[src/rtl/clint_mt.sv]
// Core-local interruptor: shared 64-bit mtime, per-hart mtimecmp/msip,
// rt_clk tick synchroniser with runtime prescaler and timer enable.
module clint_mt #(
    parameter int ADDR_W      = 16,
    parameter int DATA_W      = 32,
    parameter int N_CORES     = 1,
    parameter int SYNC_STAGES = 2
) (
    input  logic                clk,
    input  logic                reset,
    input  logic                rt_clk,
    input  logic                valid,
    input  logic [ADDR_W-1:0]   address,
    input  logic [DATA_W-1:0]   wdata,
    input  logic [DATA_W/8-1:0] wstrb,
    output logic [DATA_W-1:0]   rdata,
    output logic                ready,
    output logic [N_CORES-1:0]  mtip,
    output logic [N_CORES-1:0]  msip
);

    localparam int NL = DATA_W / 32;

    localparam logic [13:0] W_CMP   = 14'h1000;
    localparam logic [13:0] W_CTRL  = 14'h2FFC;
    localparam logic [13:0] W_MT_LO = 14'h2FFE;
    localparam logic [13:0] W_MT_HI = 14'h2FFF;

    logic [SYNC_STAGES-1:0] sync_q;
    logic                   rt_prev;
    logic                   rt_edge;
    logic                   tick;

    logic                   en, en_n;
    logic [7:0]             presc, presc_n;
    logic [7:0]             cnt, cnt_n;
    logic                   ctrl_wr;

    logic [63:0]            mtime, mtime_n;
    logic [63:0]            mtime_w;
    logic                   mtime_wr;
    logic [63:0]            shadow, shadow_n;

    logic [63:0]            mtimecmp   [N_CORES];
    logic [63:0]            mtimecmp_n [N_CORES];
    logic [N_CORES-1:0]     msip_q, msip_n;
    logic [N_CORES-1:0]     mtip_q;

    logic                   ready_q;
    logic [DATA_W-1:0]      rdata_q, rdata_n;

    logic                   is_wr;
    logic                   is_rd;
    logic                   unused_addr;

    assign unused_addr = ^address;

    assign is_wr   = valid & (|wstrb);
    assign is_rd   = valid & ~(|wstrb);
    assign rt_edge = sync_q[SYNC_STAGES-1] & ~rt_prev;
    assign tick    = rt_edge & en & (cnt == presc);

    function automatic logic [31:0] merge(
        input logic [31:0] old,
        input logic [31:0] d,
        input logic [3:0]  s
    );
        logic [31:0] r;
        r = old;
        for (int i = 0; i < 4; i++) begin
            if (s[i]) r[8*i +: 8] = d[8*i +: 8];
        end
        return r;
    endfunction

    always_comb begin
        logic [13:0] wa;
        logic [3:0]  ws;
        logic [31:0] wd;
        logic [31:0] rw;

        en_n     = en;
        presc_n  = presc;
        ctrl_wr  = 1'b0;
        mtime_wr = 1'b0;
        mtime_w  = mtime;
        shadow_n = shadow;
        msip_n   = msip_q;
        rdata_n  = '0;
        for (int h = 0; h < N_CORES; h++) mtimecmp_n[h] = mtimecmp[h];

        // Each 32-bit lane of the bus is decoded as its own word address
        for (int l = 0; l < NL; l++) begin
            wa = (address[15:2] & ~14'(NL - 1)) | 14'(l);
            ws = wstrb[4*l +: 4];
            wd = wdata[32*l +: 32];
            rw = '0;

            for (int h = 0; h < N_CORES; h++) begin
                if (wa == 14'(h)) begin
                    rw = {31'b0, msip_q[h]};
                    if (is_wr && ws[0]) msip_n[h] = wd[0];
                end
                if (wa == W_CMP + 14'(2 * h)) begin
                    rw = mtimecmp[h][31:0];
                    if (is_wr) begin
                        mtimecmp_n[h][31:0] = merge(mtimecmp[h][31:0], wd, ws);
                    end
                end
                if (wa == W_CMP + 14'(2 * h + 1)) begin
                    rw = mtimecmp[h][63:32];
                    if (is_wr) begin
                        mtimecmp_n[h][63:32] = merge(mtimecmp[h][63:32], wd, ws);
                    end
                end
            end

            if (wa == W_CTRL) begin
                rw = {16'b0, presc, 7'b0, en};
                if (is_wr && (|ws)) begin
                    ctrl_wr = 1'b1;
                    if (ws[0]) en_n    = wd[0];
                    if (ws[1]) presc_n = wd[15:8];
                end
            end

            if (wa == W_MT_LO) begin
                rw = mtime[31:0];
                if (is_rd) shadow_n = {32'b0, mtime[63:32]};
                if (is_wr && (|ws)) begin
                    mtime_wr      = 1'b1;
                    mtime_w[31:0] = merge(mtime[31:0], wd, ws);
                end
            end

            if (wa == W_MT_HI) begin
                rw = (NL == 1) ? shadow[31:0] : mtime[63:32];
                if (is_wr && (|ws)) begin
                    mtime_wr       = 1'b1;
                    mtime_w[63:32] = merge(mtime[63:32], wd, ws);
                end
            end

            if (is_rd) rdata_n[32*l +: 32] = rw;
        end

        if (ctrl_wr) begin
            cnt_n = '0;
        end else if (rt_edge && en) begin
            cnt_n = tick ? 8'd0 : cnt + 8'd1;
        end else begin
            cnt_n = cnt;
        end

        // A bus write to mtime beats a coincident tick
        mtime_n = mtime_wr ? mtime_w : mtime + 64'(tick);
    end

    always_ff @(posedge clk) begin
        if (reset) begin
            sync_q  <= '0;
            rt_prev <= 1'b0;
            en      <= 1'b1;
            presc   <= '0;
            cnt     <= '0;
            mtime   <= '0;
            shadow  <= '0;
            msip_q  <= '0;
            mtip_q  <= '0;
            ready_q <= 1'b0;
            rdata_q <= '0;
            for (int h = 0; h < N_CORES; h++) mtimecmp[h] <= '1;
        end else begin
            sync_q  <= {sync_q[SYNC_STAGES-2:0], rt_clk};
            rt_prev <= sync_q[SYNC_STAGES-1];
            en      <= en_n;
            presc   <= presc_n;
            cnt     <= cnt_n;
            mtime   <= mtime_n;
            shadow  <= shadow_n;
            msip_q  <= msip_n;
            ready_q <= valid;
            if (valid) rdata_q <= rdata_n;
            for (int h = 0; h < N_CORES; h++) begin
                mtimecmp[h] <= mtimecmp_n[h];
                mtip_q[h]   <= (mtime >= mtimecmp[h]);
            end
        end
    end

    assign ready = ready_q;
    assign rdata = rdata_q;
    assign mtip  = mtip_q;
    assign msip  = msip_q;

endmodule

[config.mk]
export PLATFORM = sky130hd
export DESIGN_NAME = clint_mt
export DESIGN_NICKNAME = d
export VERILOG_FILES = /design/src/rtl/clint_mt.sv
export SDC_FILE = /design/constraint.sdc
export NUM_CORES = 1
export LEC_CHECK = 0
export CAP_MARGIN = 20
export CORE_ASPECT_RATIO = 0.5
export CORE_MARGIN = 1
export CORE_UTILIZATION = 60
export DETAILED_ROUTE_END_ITERATION = 12
export PLACE_DENSITY_LB_ADDON = 0.15
export SLEW_MARGIN = 20
export SYNTH_ARGS = -nofsm -noshare
export SYNTH_HDL_FRONTEND = slang
export SYNTH_SLANG_ARGS = --single-unit
[constraint.sdc]
create_clock -name clk -period 5.85 [get_ports clk]
set_clock_uncertainty 0.2 [all_clocks]
set_input_delay 1.17 -clock clk [delete_from_list [all_inputs] [get_ports clk]]
set_output_delay 1.17 -clock clk [all_outputs]
set_load 0.01 [all_outputs]
# == Yosys cells after proc, flatten, opt, wreduce, memory -nomap -nowiden ==
# Memory sizes are Yosys's and may differ from the RTL's.
# Cells that the tools add are included.
# op_classes
addsub,2
magnitude_cmp,1
n_eq_ne,13
n_mux,38
bitwise_logic,7
reduce_logical,19
# ops
cell,count
32-bit two-way mux,13
64-bit two-way mux,2
8-bit two-way mux,13
64-bit by 1-bit adder with 64-bit output,1
64-bit >= comparator,1
64-bit OR reduction,1
14-bit equality test (second input constant),3
3-bit AND reduction,10
14-bit by 13-bit equality test with 1-bit output (second input constant),2
14-bit zero test,1
1-bit two-way mux,10
8-bit by 1-bit adder with 8-bit output (second input constant),1
8-bit equality test,1
2-bit != test (second input constant),4
2-bit by 1-bit != test with 1-bit output (second input constant),3
1-bit bitwise AND,5
2-bit AND reduction,2
4-bit OR reduction,1
1-bit logical AND,3
1-bit inverter,2
2-bit OR reduction,1
# word_totals
register_bits,151
mem_bits_rw,64
inputBits,56
out_inout_bits,35
elab_cells,99
n_memories,1
# memory_table
name,words,width,rd,rd_clocked_by_memory_dff,write_ports,line,rtl
mtimecmp,1,64,1,0,1,44,logic [63:0] mtimecmp [N_CORES];

# == Longest topological paths before layout ==
# Gate-level depths: netlist of the first run.
# depth
word_depth,9
ltp_mapped,13
depth_no_buf,12

# == Worst setup path before layout of the first run ==
# OpenSTA, ideal clock, no wires.
# synth_timing
kind,reg-to-reg
from,register cnt[5]
to,register mtime[54]
setup_time_ns,0.070
t_arrival_ns,3.135
required_ns,5.580
setup_slack_ns,2.445
path_stages_with_launch,13
n_path_buf,0
period_less_slack_ns,3.405
cell_sequence,dfxtp_1 -> xor2_1 -> nor4_1 -> nand4_1 -> inv_1 -> ha_1 -> ha_1 -> nand3_1 -> or4_4 -> or3_4 -> nor4_1 -> mux2_2 -> a21oi_1
# synth_between
elab_chain_len,4
# synth_rtl
item,line,rtl
start: declaration,36,"logic [7:0] cnt, cnt_n;"
start signal: assignment,178,cnt <= cnt_n;
8-bit equality test,61,assign tick = rt_edge & en & (cnt == presc);
1-bit bitwise AND,61,
64-bit by 1-bit adder with 64-bit output,156,mtime_n = mtime_wr ? mtime_w : mtime + 64'(tick);
64-bit two-way mux,156,
end signal: assignment,179,mtime <= mtime_n;
end: declaration,39,"logic [63:0] mtime, mtime_n;"
# No other way between the ends.
# A chain may end at the register's enable or synchronous reset.

# == Worst setup path after layout of the first run ==
# layout_timing
from,input address[14]
to,register mtime[7]
# layout_between
elab_chain_len,6
word_cells_on_any_way,10
classes_between,eq/ne: 5; mux: 4; reduce/logical: 1
# layout_rtl
item,line,rtl
start: declaration,13,"input logic [ADDR_W-1:0] address,"
14-bit equality test,127,if (wa == W_MT_LO) begin
1-bit two-way mux,127,
1-bit two-way mux,138,if (is_wr && (|ws)) begin
1-bit two-way mux,136,if (wa == W_MT_HI) begin
2-bit by 1-bit != test with 1-bit output (no line) or 2-bit != test (tied branches),n/a,
3-bit AND reduction (no line),n/a,
# Several ways; a longest one is shown, not always the timed one.

==> impl_metrics.py, run 1 <==
metrics = {
    "yosys": {
        "synthArstFlopShare_pct": 0,
        "synth_edf_count": 0,
        "ys.warnings.count": 0,
        "yosys-top-cells-count": "nand2_1, dfxtp_1, a21oi_1",
        "synth.avg_cell_area_sq_um": 7.96,
        "syn_area_sq_mm": 0.0118,
        "synth.area.top_cells": "dfxtp_1, nand2_1, ha_1",
        "netlist.area_leader.share_pct": 36.5,
        "synth_cells": 1482,
        "synth-seq-area-share_pct": 36.5,
        "syn-num-nets": 1606,
        "synth_largest_area_cell": "dfxtp_1",
        "yosysMostFrequentCell": "nand2_1",
        "ys.flop_type": "dfxtp_1",
        "yosysUniqueCellTypes": 69,
        "synth-seq-cells": 215,
    },
    "sta": {
        "rsz0062_at_grt": "no",
        "period_needed_ps": 4160,
        "hold_violations": 0,
        "final.setup.tns_ps": 0,
        "finalSetupViolations": 0,
        "hold_slack_ps": 251,
        "fmax_ghz": 0.240,
        "finalCritPeriodShare_pct": 71.1,
        "drv_slew": 0,
        "worstMarginPinSlew_ps": 1150,
        "relSlewSlack_pct": 23.1,
    },
    "power_and_ir_drop": {
        "p_int_mw": 2.43,
        "leakagePower_nw": 5.53,
        "clkPwrFrac_pct": 48.6,
        "powerDensity_mw_per_mm2": 230,
        "combPwrFrac_pct": 4.5,
        "vdd_ir_drop_max_mv": 0.215,
        "switching_share_pct": 22.5,
        "seq_power_share_pct": 46.9,
        "switchingPower_uw": 703,
    },
    "layout": {
        "diodes": 0,
        "final_core_util_pct": 72.2,
        "final_layout_size_suffix_gt1_share_pct": 5.79,
        "final_nets": 1649,
        "design_area_sq_mm": 0.0136,
        "fill_cells": 1524,
        "area_growth_pct": 15.2,
    },
    "drt": {
        "drt_iter0_markers": 1752,
        "wire_per_inst_microns": 22.4,
        "vias": 12200,
        "routed_wl_microns": 40300,
        "vias_per_cell": 6.78,
        "ant_nets": 0,
        "drc": 0,
        "first_pass_iters": 7,
    },
    "clocking": {
        "hold_buffers": 0,
        "cts_tree": "done",
        "cts_root_buf": "clkbuf_16",
        "clkSlewWorstSetupHoldPaths_ps": 70,
        "ctsResizeCount": 0,
        "h-tree-depth": 1,
        "clockBufferDepth": 3,
        "postCtsSetupBuffers": 0,
        "clock_latency_ps": 520,
        "cts_sinks": 215,
        "cts_buffers": 20,
    },
    "global_routing": {
        "grt_max_degree": 41,
        "grt_use_total_pct": 39.5,
        "gr-total-overflow": 0,
        "grt_pass1_wl_microns": 62800,
        "antenna_found_initial": 0,
        "first_global_vias": 11300,
    },
    "placement": {
        "place_congestion": 1.02,
        "place_area_sq_mm": 0.0128,
        "io_buffers": 88,
        "dp.final_hpwl_microns": 28500,
    },
    "die": {
        "die_area_sq_mm": 0.0203,
        "die_w_microns": 200,
        "io_pins": 91,
        "start_util_pct": 62.7,
        "fp.dieH_microns": 101,
        "core_area_sq_mm": 0.0188,
        "rows": 35,
    },
    "run_status": {
        "status": "completed",
    },
    "setup_path": {
        "critPathKind": "primary input to flip-flop",
        "end_kind": "flip-flop",
        "crit_required_ps": 6040,
        "cp.arrival_ps": 4350,
        "setup.worst_path.start_class": "primary input",
        "crit_fanout": 19,
    },
    "run": {
        "maxCapViolCount": 0,
    },
    "hold_path": {
        "hp-class": "flip-flop to flip-flop",
    },
}
## cell type report
cell class	instances	area, sq um	share of cell area, %
clock buffer	24	567	4.17
clock inverter	11	186	1.37
inverter	75	282	2.07
multi-input combinational	1102	6880	50.6
sequential	215	4300	31.7
tap	259	324	2.38
timing repair buffer	111	1050	7.73
## stage by stage
step	cells	total power [mW]	worst slack, ps
5_1_grt	1797	3.20	1510
3_3_place_gp	1762	1.63	1420
2_1_floorplan	1482	1.55	2440
3_5_place_dp	1762	1.63	1320
4_1_cts	1797	3.12	1790
6_report	1797	3.13	1690
## routing by layer
layer | vias to the layer above | track usage, % | share of wire [%] | wire length [microns]
li1 | 5533 | - | - | -
met1 | 5764 | 55.0 | 42 | 16800
met2 | 797 | 60.3 | 42 | 16900
met3 | 89 | 11.3 | 14 | 5660
met4 | 0 | 10.6 | 2.2 | 888
met5 | - | 0 | 0 | 0
## layout by cell type, fill, tap and decap left out, types with 17 or more instances in the layout
cell type / n
a211oi_1: 32
a21o_1: 21
a21oi_1: 106
a222oi_1: 19
a31oi_1: 26
and3_1: 35
buf_4: 24
clkbuf_16: 21
clkdlybuf4s50_1: 87
dfxtp_1: 215
ha_1: 68
inv_1: 74
nand2_1: 263
nand3_1: 41
nand4_1: 39
nor2_1: 76
nor3_1: 31
nor4_1: 17
o211ai_1: 77
o21ai_0: 51
## worst paths after layout
check                                            from                endpoint  slack [ps]  cells after the start
worst max-delay path                      address[14]   mtime[7]$_SDFFE_PP0P_        1690                      7
worst max register to register    cnt[5]$_SDFFE_PP0P_  mtime[59]$_SDFFE_PP0P_        1740                     11
worst min-delay path            rdata[4]$_SDFFE_PP0P_   rdata[4]$_SDFFE_PP0P_         250                      1
worst min register to register  rdata[4]$_SDFFE_PP0P_   rdata[4]$_SDFFE_PP0P_         250                      1
## critical path, cell delays in order
cell and delay [ps]:
clkdlybuf4s50_1 590, nand4b_1 300, nor3_2 550, nand3_1 940
o21ai_0 310, a21oi_1 100, a2111oi_0 380
## power groups by stage
stage,Sequential [mW],Combinational (mW),Clock (mW)
after floorplan,1.50,0.0514,0
after global placement,1.50,0.133,0
after detailed placement,1.50,0.134,0
after CTS,1.47,0.135,1.52
after global routing,1.47,0.146,1.58
final,1.47,0.142,1.52
## registers in the layout, summed over array words and instances (netlist names)
| register | count |
|---|---|
| mtime | 64 |
| en | 1 |
| ready | 1 |
| rt_prev | 1 |
| msip | 1 |
| presc | 8 |
| mtimecmp | 64 |
| cnt | 8 |
| mtip | 1 |
| rdata | 32 |
| shadow | 32 |
| sync_q | 2 |
## cells by family after synthesis
group / Yosys count / synth area share (%)
multiplexers: 19 / 1.65
buffers and inverters: 165 / 5.36
flip-flops: 215 / 36.5
AND/OR/NAND/NOR: 590 / 24.7
XOR/XNOR: 26 / 1.93
AO/OA/AOI/OAI: 399 / 22.7
adder cells (fa/ha/maj): 68 / 7.21
(Power assumes the default switching activity.)
==> run 2: changes to the inputs <==
CORE_UTILIZATION = 59   (was 60)
clock period = 3.9 ns   (was 5.85 ns; I/O delays follow)
==> run 2 against run 1 <==
  * Register-to-register slack got worse by 1600 ps
  * Utilization decreased by 1.1 points
  * Setup slack got worse by 1500 ps
  * Critical path type is now flip-flop to flip-flop
==> impl_metrics.py, run 2 (synthesis results as in run 1) <==
metrics = {
    "run_status": {
        "status": "completed",
    },
    "setup_path": {
        "setup.worst_path.start_class": "flip-flop",
        "timing.rr.start": "presc[2]$_SDFFE_PP0P_",
        "crit_fanout": 8,
        "end_kind": "flip-flop",
        "critPathKind": "flip-flop to flip-flop",
        "r2r_cells": 13,
        "crit_required_ps": 4130,
        "crit_end": "mtime[62]$_SDFFE_PP0P_",
        "ff2ff_setup_slack_ps": 170,
        "cp.arrival_ps": 3960,
        "cp-startpoint": "presc[2]$_SDFFE_PP0P_",
        "r2r-end": "mtime[62]$_SDFFE_PP0P_",
    },
    "placement": {
        "dp_slack_ps": 46.3,
        "place_inst": 1813,
        "place_area_sq_mm": 0.0132,
        "place_congestion": 0.973,
        "dp.final_hpwl_microns": 30300,
        "io_buffers": 88,
    },
    "die": {
        "rows": 36,
        "start_util_pct": 60.4,
        "core_area_sq_mm": 0.0195,
        "io_pins": 91,
        "die_w_microns": 202,
        "fp.dieH_microns": 102,
        "die_area_sq_mm": 0.0206,
    },
    "layout": {
        "reg_top3": "mtime x64, mtimecmp x64",
        "area_growth_pct": 17.8,
        "register_area_sq_mm": 0.00431,
        "fill_cells": 1596,
        "design_area_sq_mm": 0.0139,
        "final_cell_mix": "nand2_1, dfxtp_1, a21oi_1, clkdlybuf4s50_1, o211ai_1",
        "diodes": 0,
        "final_common_cell": "nand2_1",
        "final_nets": 1694,
        "multi_input_area_sq_mm": 0.00690,
        "instances_no_fill": 1848,
        "final_layout_size_suffix_gt1_share_pct": 8.72,
    },
    "clocking": {
        "cts_sinks": 215,
        "h-tree-depth": 1,
        "cts_root_buf": "clkbuf_16",
        "cts_tree": "done",
        "cts_buffers": 20,
        "clockBufferDepth": 3,
        "clkSlewWorstSetupHoldPaths_ps": 70,
        "clock_latency_ps": 520,
        "hold_buffers": 0,
    },
    "drt": {
        "vias_per_cell": 6.67,
        "drc": 0,
        "vias": 12300,
        "ant_nets": 0,
        "drt_iter0_markers": 1464,
        "routed_wl_microns": 41400,
        "first_pass_iters": 6,
        "wire_per_inst_microns": 22.4,
    },
    "global_routing": {
        "grt_use_total_pct": 39.3,
        "grt_pass1_wl_microns": 62800,
        "grt_max_degree": 67,
        "antenna_found_initial": 0,
        "first_global_vias": 11200,
        "gr-total-overflow": 0,
    },
    "run": {
        "maxCapViolCount": 0,
    },
    "sta": {
        "worst_slack_ps": 168,
        "worstMarginPinSlew_ps": 804,
        "finalCritPeriodShare_pct": 95.7,
        "hold_violations": 0,
        "hold_slack_ps": 252,
        "drv_slew": 0,
        "fmax_ghz": 0.268,
        "finalSetupViolations": 0,
        "relSlewSlack_pct": 46.4,
        "period_needed_ps": 3730,
    },
    "power_and_ir_drop": {
        "powerDensity_mw_per_mm2": 327,
        "vdd_ir_drop_max_mv": 0.265,
        "leakagePower_nw": 5.73,
    },
    "hold_path": {
        "hp-class": "flip-flop to flip-flop",
    },
}
[run 2: cell types whose count changed in the layout (fill, tap and decap cells not counted), moves of 2 or more]
cell	change
nor4_2	+2
bufinv_16	-3
buf_4	+45
clkbuf_8	+3
dfxtp_1	-3
nor4_1	-2
clkbuf_1	+3
clkinv_2	-3
dfxtp_2	+3
[run 2: repair_timing]
action                                  CTS  global route
endpoints found under the setup margin    1            14
buffers inserted                          0             1
resized for setup                         1             7
pin swaps                                 0             4
[run 2: power by group]
group	internal, mW	total (mW)	switching (mW)
Sequential	2.20	2.20	0.00315
Combinational	0.0781	0.218	0.140
Clock	1.23	2.12	0.893
Total	3.50	4.54	1.04
[run 2: routing by layer]
layer | track usage (%) | wire length (microns) | up-vias | share of wire [%]
met5 | 1.79 | 54 | - | 0.13
li1 | - | - | 5613 | -
met3 | 12.0 | 5620 | 101 | 14
met2 | 58.2 | 16900 | 779 | 41
met4 | 13.2 | 1260 | 2 | 3.0
met1 | 54.2 | 17500 | 5831 | 42
[run 2: per-stage QoR]
step	total power, mW	utilization, %	setup TNS, ps
floorplan	2.33	-	0
global placement	2.45	67.4	0
detailed placement	2.46	67.4	0
CTS	4.53	71.0	0
global route	4.63	71.1	-10.9
finish	4.54	71.1	0
[run 2: critical path, cell delays in order (launching register included)]
cell	delay (ps)
dfxtp_1	340
xor2_1	180
nor4_2	310
nand4_1	200
inv_2	120
ha_1	200
ha_2	220
nand3_1	100
or4_4	490
or3_4	490
buf_4	190
nor4_4	270
xnor2_1	100
a211oi_1	230
[run 2: worst min-delay path by stage]
stage	depth (start not counted)	startpoint	to	slack (ps)
2_1_floorplan	1	sync_q[0]$_SDFF_PP0_	sync_q[1]$_SDFF_PP0_	210
3_3_place_gp	1	rdata[22]$_SDFFE_PP0P_	rdata[22]$_SDFFE_PP0P_	230
3_5_place_dp	1	sync_q[0]$_SDFF_PP0_	sync_q[1]$_SDFF_PP0_	240
4_1_cts	1	rdata[6]$_SDFFE_PP0P_	rdata[6]$_SDFFE_PP0P_	250
5_1_grt	1	rdata[21]$_SDFFE_PP0P_	rdata[21]$_SDFFE_PP0P_	270
6_report	1	sync_q[0]$_SDFF_PP0_	sync_q[1]$_SDFF_PP0_	250
[run 2: layout make-up]
type / count / area share, %
Clock buffer: 30 / 4.45
Sequential cell: 215 / 31.0
Timing Repair Buffer: 156 / 9.99
Inverter: 75 / 2.02
Multi-Input combinational cell: 1102 / 49.6
Tap cell: 266 / 2.39
Clock inverter: 4 / 0.531
==> run 3: changes to the inputs <==
MAX_ROUTING_LAYER = met4   (was not set)
REMOVE_ABC_BUFFERS = 1   (was not set)
==> run 3 against run 2 <==
  * Clock power about the same
  * Cell area about the same
  * Setup slack got worse by 4.9 ps
  * Via count decreased by 0.82%
  * Critical path depth unchanged
  * Flip-flop and latch count unchanged
  * Final cell count decreased by 0.32%
  * Wire length decreased by 3.2%
  * Total power decreased by 0.57%
  * Maximum frequency decreased by 0.13%
==> impl_metrics.py, run 3 (synthesis results as in run 1) <==
metrics = {
    "setup_path": {
        "cp.arrival_ps": 3960,
        "crit_required_ps": 4130,
        "ff2ff_setup_slack_ps": 160,
        "setup.worst_path.start_class": "flip-flop",
        "critPathKind": "flip-flop to flip-flop",
        "end_kind": "flip-flop",
        "crit_fanout": 7,
    },
    "sta": {
        "final.setup.tns_ps": 0,
        "finalCritPeriodShare_pct": 95.8,
        "period_needed_ps": 3740,
        "relSlewSlack_pct": 37.8,
        "worstMarginPinSlew_ps": 932,
        "finalSetupViolations": 0,
        "hold_violations": 0,
        "fmax_ghz": 0.268,
        "drv_slew": 0,
    },
    "placement": {
        "place_area_sq_mm": 0.0132,
        "io_buffers": 88,
        "place_congestion": 0.973,
        "place_inst": 1806,
        "dp.final_hpwl_microns": 28900,
    },
    "global_routing": {
        "gr-total-overflow": 0,
        "grt_max_degree": 81,
        "grt_pass1_wl_microns": 62300,
        "first_global_vias": 11100,
        "grt_use_total_pct": 39.9,
        "antenna_found_initial": 0,
    },
    "run": {
        "maxCapViolCount": 0,
    },
    "layout": {
        "design_area_sq_mm": 0.0139,
        "area_growth_pct": 17.9,
        "instances_no_fill": 1842,
        "reg_top3": "mtime x64, mtimecmp x64",
        "final_cell_mix": "nand2_1, dfxtp_1, a21oi_1, clkdlybuf4s50_1, o211ai_1",
        "final_layout_size_suffix_gt1_share_pct": 8.50,
        "fill_cells": 1630,
        "diodes": 0,
        "final_nets": 1688,
        "final_common_cell": "nand2_1",
    },
    "power_and_ir_drop": {
        "powerDensity_mw_per_mm2": 324,
        "leakagePower_nw": 5.71,
        "vdd_ir_drop_max_mv": 0.272,
    },
    "clocking": {
        "cts_buffers": 21,
        "cts_tree": "done",
        "clock_latency_ps": 520,
        "cts_sinks": 215,
        "clkSlewWorstSetupHoldPaths_ps": 60,
        "clockBufferDepth": 3,
        "h-tree-depth": 1,
        "cts_root_buf": "clkbuf_16",
    },
    "die": {
        "fp.dieH_microns": 102,
        "start_util_pct": 60.4,
        "core_area_sq_mm": 0.0195,
        "io_pins": 91,
        "die_area_sq_mm": 0.0206,
        "die_w_microns": 202,
        "rows": 36,
    },
    "drt": {
        "vias": 12200,
        "routed_wl_microns": 40000,
        "drt_iter0_markers": 1537,
        "drc": 0,
        "ant_nets": 0,
        "vias_per_cell": 6.64,
        "wire_per_inst_microns": 21.7,
        "first_pass_iters": 7,
    },
    "run_status": {
        "status": "completed",
    },
    "hold_path": {
        "hp-class": "flip-flop to flip-flop",
    },
}
[run 3: metrics by stage]
step                      setup WS (ps)  util [%]  hold slack [ps]  total power, mW
after global placement             84.3      67.4              232             2.46
after detailed placement           54.3      67.4              239             2.46
after floorplan                    18.7         -              214             2.30
final                               163      71.2              251             4.51
after global routing              -35.1      71.2              266             4.63
after CTS                          57.4      71.0              254             4.52
[run 3: power breakdown]
part	switching (mW)	internal (mW)	leakage, nW	total, mW
clock network	0.902	1.19	0.347	2.09
registers	0.00306	2.20	1.74	2.20
logic	0.141	0.0813	3.63	0.223
[run 3: timing repair]
item                                    CTS  global route
gates resized for setup                   1             7
pin swaps                                 0             2
setup buffers                             0             1
endpoints found under the setup margin    2            13
hold buffers                              0             0
[run 3: final timing paths]
| path | start | endpoint | cells after the start |
|---|---|---|---|
| hold reg to reg | rdata[16]$_SDFFE_PP0P_ | rdata[16]$_SDFFE_PP0P_ | 1 |
| setup reg to reg | cnt[2]$_SDFFE_PP0P_ | mtime[62]$_SDFFE_PP0P_ | 13 |
| setup / recovery | cnt[2]$_SDFFE_PP0P_ | mtime[62]$_SDFFE_PP0P_ | 13 |
| hold / removal | rdata[16]$_SDFFE_PP0P_ | rdata[16]$_SDFFE_PP0P_ | 1 |
[run 3: cell type report]
| cell class | count | area [sq um] | share of cell area, % |
|---|---|---|---|
| multi-input combinational | 1102 | 6920 | 49.7 |
| sequential | 215 | 4310 | 30.9 |
| timing repair buffer | 149 | 1390 | 9.96 |
| clock buffer | 29 | 626 | 4.50 |
| tap | 266 | 333 | 2.39 |
| inverter | 75 | 282 | 2.02 |
| clock inverter | 6 | 65.1 | 0.468 |
[run 3: worst max-delay path: stages, from the launching register on]
cell,delay [ps]
dfxtp_2,350
xor2_1,160
nor4_2,320
nand4_1,160
inv_1,120
ha_1,200
ha_2,220
nand3_1,100
or4_4,580
or3_4,460
buf_4,200
nor4_4,280
xnor2_1,90
a211oi_1,210
[run 3: routing by layer]
metal	global-route usage [%]	vias up	share of wire [%]
met2	57.2	766	41
met4	12.5	0	3.0
met5	-	-	0
li1	-	5601	-
met1	55.3	5755	42
met3	9.12	103	14
==> edit 1, RTL diff (flow settings as in run 2) <==
The parameter `DATA_W` goes from 32 to 48.
--- a/src/rtl/clint_mt.sv
+++ b/src/rtl/clint_mt.sv
@@ -2,7 +2,7 @@
 // rt_clk tick synchroniser with runtime prescaler and timer enable.
 module clint_mt #(
     parameter int ADDR_W      = 16,
-    parameter int DATA_W      = 32,
+    parameter int DATA_W      = 48,
     parameter int N_CORES     = 1,
     parameter int SYNC_STAGES = 2
 ) (
Ports: changed (resized rdata, wdata and wstrb); port bits go from 91 to 125. No check against the original RTL was run, so the function may have changed too.
==> edit 1 against run 2 <==
  * Synthesized cell count rose by 2.8%
  * Utilization rose by 0.55 points
  * Final area rose by 1.2%
  * Sequential cell count did not move
  * Power rose by 1.1%
  * Area after synthesis rose by 1.0%
  * First-iteration DRC count rose by 5.5%
  * Via count rose by 1.5%
  * Non-clock buffer count rose by 17
  * Worst setup slack improved by 0.10 ns
  * Routed wire length rose by 1.5%
  * Critical endpoint is now mtime[46]
  * Largest power group unchanged
==> edit 1: results (changes against run 2) <==
INFO  final_layout   buffers=173 [was 156]
INFO  detailed_routing drt-initial-drc-count=1,544 [was 1,464]
INFO  placed_design  portBuffers=90 [was 88]
INFO  yosys          synth-compound-area-share=0.2329 [was 0.2272]
INFO  sta            tightestPinTransition=0.7401ns [was 0.8037 ns]
INFO  global_routing groute.usage.overall=0.4007 [was 0.3928]
INFO  yosys          synth_fa_ha_area_frac=0.07134 [was 0.07209]
INFO  outcome        outcome=completed [unchanged]
INFO  yosys          ys_types=74 [was 69]
INFO  final_layout   nMultiInputCombCells=1,138 [was 1,102]
INFO  global_routing maximum_number_of_pins_on_one_net_before_global_route_repair=65 [was 67]
INFO  final_layout   postLayoutCellArea=14,080µm² [was 13,900 µm²]
INFO  final_layout   seq_share=0.3058 [was 0.3098]
INFO  final_layout   multi_input_gate_share_of_the_layout_cell_area=0.4907 [was 0.4963]
INFO  final_layout   fillers=1,621 [was 1,596]
INFO  yosys          seq_area_frac_synth=0.3609 [was 0.3647]
INFO  final_layout   nets=1,764 [was 1,694]
INFO  final_layout   bufAreaShareNonClock=0.1099 [was 0.09988]
INFO  final_layout   final-clk-cell-share=0.05022 [was 0.04985]
INFO  min_path       hold_path_startpoint=shadow[0] [was sync_q[0]]
INFO  worst_setup_path timing.rr.end=mtime[46] [was mtime[62]]
INFO  yosys          netlist_top_cells_count=sky130_fd_sc_hd__nand2_1, sky130_fd_sc_hd__dfxtp_1, sky130_fd_sc_hd__a21oi_1 [unchanged]
INFO  pwr            design_power_total=4589µW [was 4540 µW]
INFO  final_layout   nFlopsAndLatches=215 [unchanged]
INFO  yosys          yosys.area_share.xor_xnor=0.01689 [was 0.01929]
INFO  yosys          synth.top_cells.by_area=sky130_fd_sc_hd__dfxtp_1, sky130_fd_sc_hd__nand2_1, sky130_fd_sc_hd__ha_1 [unchanged]
INFO  yosys          postSynthAreaPerCell=7.826µm² [was 7.964 µm²]
INFO  final_layout   inverters_excl_clock=74 [was 75]
INFO  pwr            netSwitchingFraction=0.2297 [was 0.2281]
INFO  min_path       worst_hold_path.endpoint=shadow[0] [was sync_q[1]]
INFO  pwr            max-vdd-ir-drop=0.3211mV [was 0.2654 mV]
INFO  worst_setup_path critical_path_arrival=3.87ns [was 3.96 ns]
INFO  min_path       worst_hold_path.num_cells=2 [was 1]
INFO  pwr            power.clock.fraction=0.471 [was 0.467]
INFO  worst_setup_path crit_path_start=rt_prev [was presc[2]]
INFO  placed_design  placement.cell_area=13,310µm² [was 13,180 µm²]
INFO  sta            holdWs=0.2503ns [was 0.2516 ns]
## edit 1: worst max path at each step
| stage | to | slack, ns | cells after the start |
|---|---|---|---|
| 2_1_floorplan | mtime[46] | 0.65 | 12 |
| 3_3_place_gp | mtime[23] | 0.22 | 7 |
| 3_5_place_dp | mtime[62] | 0.22 | 13 |
| 4_1_cts | mtime[62] | 0.19 | 13 |
| 5_1_grt | mtime[52] | -0.01 | 13 |
| 6_report | mtime[46] | 0.27 | 12 |
## edit 1: timing repair
item                       in CTS  in global routing
hold buffers                    0                  0
setup endpoints to repair       0                 21
buffers inserted                0                  5
resized for setup               0                  6
## edit 1: critical path, cell delays in order, from the launching register on
cell,delay (ns)
sky130_fd_sc_hd__dfxtp_1,0.30
sky130_fd_sc_hd__nand3b_1,0.24
sky130_fd_sc_hd__nor3_2,0.21
sky130_fd_sc_hd__nand4_1,0.16
sky130_fd_sc_hd__inv_2,0.15
sky130_fd_sc_hd__ha_1,0.19
sky130_fd_sc_hd__ha_1,0.18
sky130_fd_sc_hd__and2_1,0.16
sky130_fd_sc_hd__nand4_1,0.25
sky130_fd_sc_hd__or4b_4,0.65
sky130_fd_sc_hd__or3_1,0.39
sky130_fd_sc_hd__or3_1,0.33
sky130_fd_sc_hd__a31oi_1,0.16
## edit 1: routing by layer
layer	vias to the layer above	GRT usage	wire (µm)
met2	800	0.6249	17910
met4	2	0.1862	1825
met5	-	0	11
met1	5869	0.5380	17100
li1	5688	-	-
met3	156	0.08502	5131
## edit 1: cells by family (layout without fill, tap and decap cells)
logic type / Yosys count / count (layout)
XOR/XNOR: 23 / 23
other: 1 / 16
adder cells (fa/ha/maj): 68 / 68
buffers and inverters: 186 / 282
flip-flops: 215 / 215
AO/OA/AOI/OAI: 424 / 424
multiplexers: 8 / 8
AND/OR/NAND/NOR: 599 / 599
==> edit 2, RTL diff (settings of run 2) <==
Made on the original files. Make the reset (`reset`) asynchronous in one clocked block.
--- a/src/rtl/clint_mt.sv
+++ b/src/rtl/clint_mt.sv
@@ -156,7 +156,7 @@
         mtime_n = mtime_wr ? mtime_w : mtime + 64'(tick);
     end
 
-    always_ff @(posedge clk) begin
+    always_ff @(posedge clk or posedge reset) begin
         if (reset) begin
             sync_q  <= '0;
             rt_prev <= 1'b0;
Behaviour: differs if reset is asserted again (counterexample within 4 cycles, from zero or initial values and one cycle with reset high); with reset held inactive, the same outputs for 4 cycles.
==> edit 2 against run 2 <==
  * Final area rose by 9.4%
  * Routed wire length decreased by 0.57%
  * First-iteration DRC count down 9.1%
  * Area after synthesis increased by 10%
  * Maximum frequency increased by 2.3%
  * Final cell count decreased by 6.5%
  * Count of clock-buffer cells in the layout fell by 2
  * Worst setup slack improved by 0.082 ns
  * Power up 3.5%
  * Sequential cell count unchanged
  * Critical path type unchanged
  * Highest routed layer is now met4
==> edit 2: results (changes against run 2) <==
INFO  pwr            max-vdd-ir-drop=0.4083mV [was 0.2654 mV]
INFO  worst_setup_path top_fanout_value_on_the_critical_path=5 [was 8]
INFO  global_routing grt_use_met2=0.5485 [was 0.5823]
INFO  yosys          ys_types=83 [was 69]
INFO  yosys          seq_area_frac_synth=0.4200 [was 0.3647]
INFO  global_routing global_routing_usage_on_met3=0.09959 [was 0.1196]
INFO  final_layout   nMultiInputCombCells=950 [was 1,102]
INFO  placed_design  hpwl=30,410µm [was 30,250 µm]
INFO  final_layout   nets=1,546 [was 1,694]
INFO  yosys          netlist_top_cells_count=sky130_fd_sc_hd__dfrtp_1, sky130_fd_sc_hd__mux2_2, sky130_fd_sc_hd__inv_1 [was sky130_fd_sc_hd__nand2_1, sky130_fd_sc_hd__dfxtp_1, sky130_fd_sc_hd__a21oi_1]
INFO  yosys          synth_fa_ha_area_frac=0.06542 [was 0.07209]
INFO  detailed_routing met3_length=4584µm [was 5622 µm]
INFO  final_layout   fillers=1,560 [was 1,596]
INFO  final_layout   multi_input_gate_share_of_the_layout_cell_area=0.4593 [was 0.4963]
INFO  clock_network  cts_repair_resize_count=0 [was 1]
INFO  final_layout   bufAreaShareNonClock=0.08902 [was 0.09988]
INFO  detailed_routing avgViaCountPerCell=6.598 [was 6.670]
INFO  detailed_routing postRouteWirelength=41,120µm [was 41,350 µm]
INFO  final_layout   seq_share=0.3591 [was 0.3098]
INFO  final_layout   layout.clock_buffers=28 [was 30]
INFO  placed_design  place_congestion=0.9518 [was 0.9731]
INFO  yosys          synthesis.nets=1,432 [was 1,606]
INFO  global_routing groute.layer.met1.usage=0.5449 [was 0.5415]
INFO  outcome        outcome=completed [unchanged]
INFO  global_routing first_global_vias=11.24k [was 11.20k]
INFO  detailed_routing met1Wirelength=18,320µm [was 17,540 µm]
INFO  clock_network  cts_root_buffer=sky130_fd_sc_hd__clkbuf_16 [unchanged]
INFO  global_routing maximum_number_of_pins_on_one_net_before_global_route_repair=64 [was 67]
INFO  final_layout   final-clk-cell-share=0.04706 [was 0.04985]
INFO  detailed_routing drt_first_pass_iters=8 [was 6]
INFO  final_layout   inverters_excl_clock=86 [was 75]
INFO  yosys          synth.top_cells.by_area=sky130_fd_sc_hd__dfrtp_1, sky130_fd_sc_hd__dfstp_2, sky130_fd_sc_hd__mux2_2 [was sky130_fd_sc_hd__dfxtp_1, sky130_fd_sc_hd__nand2_1, sky130_fd_sc_hd__ha_1]
INFO  detailed_routing drt-initial-drc-count=1,331 [was 1,464]
INFO  yosys          yosys.area_share.xor_xnor=0.01078 [was 0.01929]
INFO  yosys          async_set_or_reset_register_ratio_after_synthesis=1.000 [was 0]
INFO  clock_network  cts-buffers-inserted=21 [was 20]
INFO  global_routing grt_first_pass_wirelength=64,260µm [was 62,780 µm]
INFO  detailed_routing met2_length=17,330µm [was 16,870 µm]
INFO  worst_setup_path critPathSlowestCell=sky130_fd_sc_hd__or4_4 [unchanged]
==> edit 2: cell types whose count changed in the layout (fill, tap and decap cells not counted), sizes merged, moves of 27 or more <==
cell	change
mux2	+97
o211ai	-67
nand2	-176
a211oi	-27
mux2i	+52
dfstp	+65
a21oi	-29
dfrtp	+150
dfxtp	-215
==> edit 2: kinds of logic after synthesis <==
kind of cell               after synthesis
AOI/OAI and AO/OA                      291
xor gates and xnor gates                16
adders and majority gates               68
buffers and inverters                  143
DFF                                    215
muxes                                  168
and+or+nand+nor                        407
==> edit 2: final timing paths <==
check                          start            to  depth (start not counted)
setup / recovery              cnt[2]     mtime[60]                         11
hold / removal             sync_q[0]     sync_q[1]                          0
setup reg to reg              cnt[2]     mtime[60]                         11
hold reg to reg            sync_q[0]     sync_q[1]                          0
max in group asynchronous      reset  mtimecmp[59]                          3
min in group asynchronous      reset       rt_prev                          2
==> edit 2: metrics by stage <==
stage	cell area (µm²)	power (µW)	hold slack (ns)	instances	setup slack (ns)
2_1_floorplan	13010	2394	0.1312	1308	0.1749
3_3_place_gp	14490	2530	0.1405	1691	0.3154
3_5_place_dp	14490	2536	0.1402	1691	0.2114
4_1_cts	15210	4712	0.1661	1728	0.2917
5_1_grt	15210	4818	0.1817	1728	0.1001
6_report	15210	4698	0.1734	1728	0.2506
==> edit 2: critical path, delay by kind of cell, from the launching register on <==
kind | cells | cell delay [ns]
adder cells (fa/ha/maj) | 2 | 0.47
flip-flops | 1 | 0.44
buffers and inverters | 1 | 0.12
XOR/XNOR | 1 | 0.19
AO/OA/AOI/OAI | 1 | 0.29
AND/OR/NAND/NOR | 6 | 1.84
==> edit 2: power by group <==
group          switching, µW  total, µW  leakage, µW  internal, µW
registers               5.98       2240      0.00251          2240
logic                    158        257      0.00360          98.8
clock network            929       2200     0.000358          1270
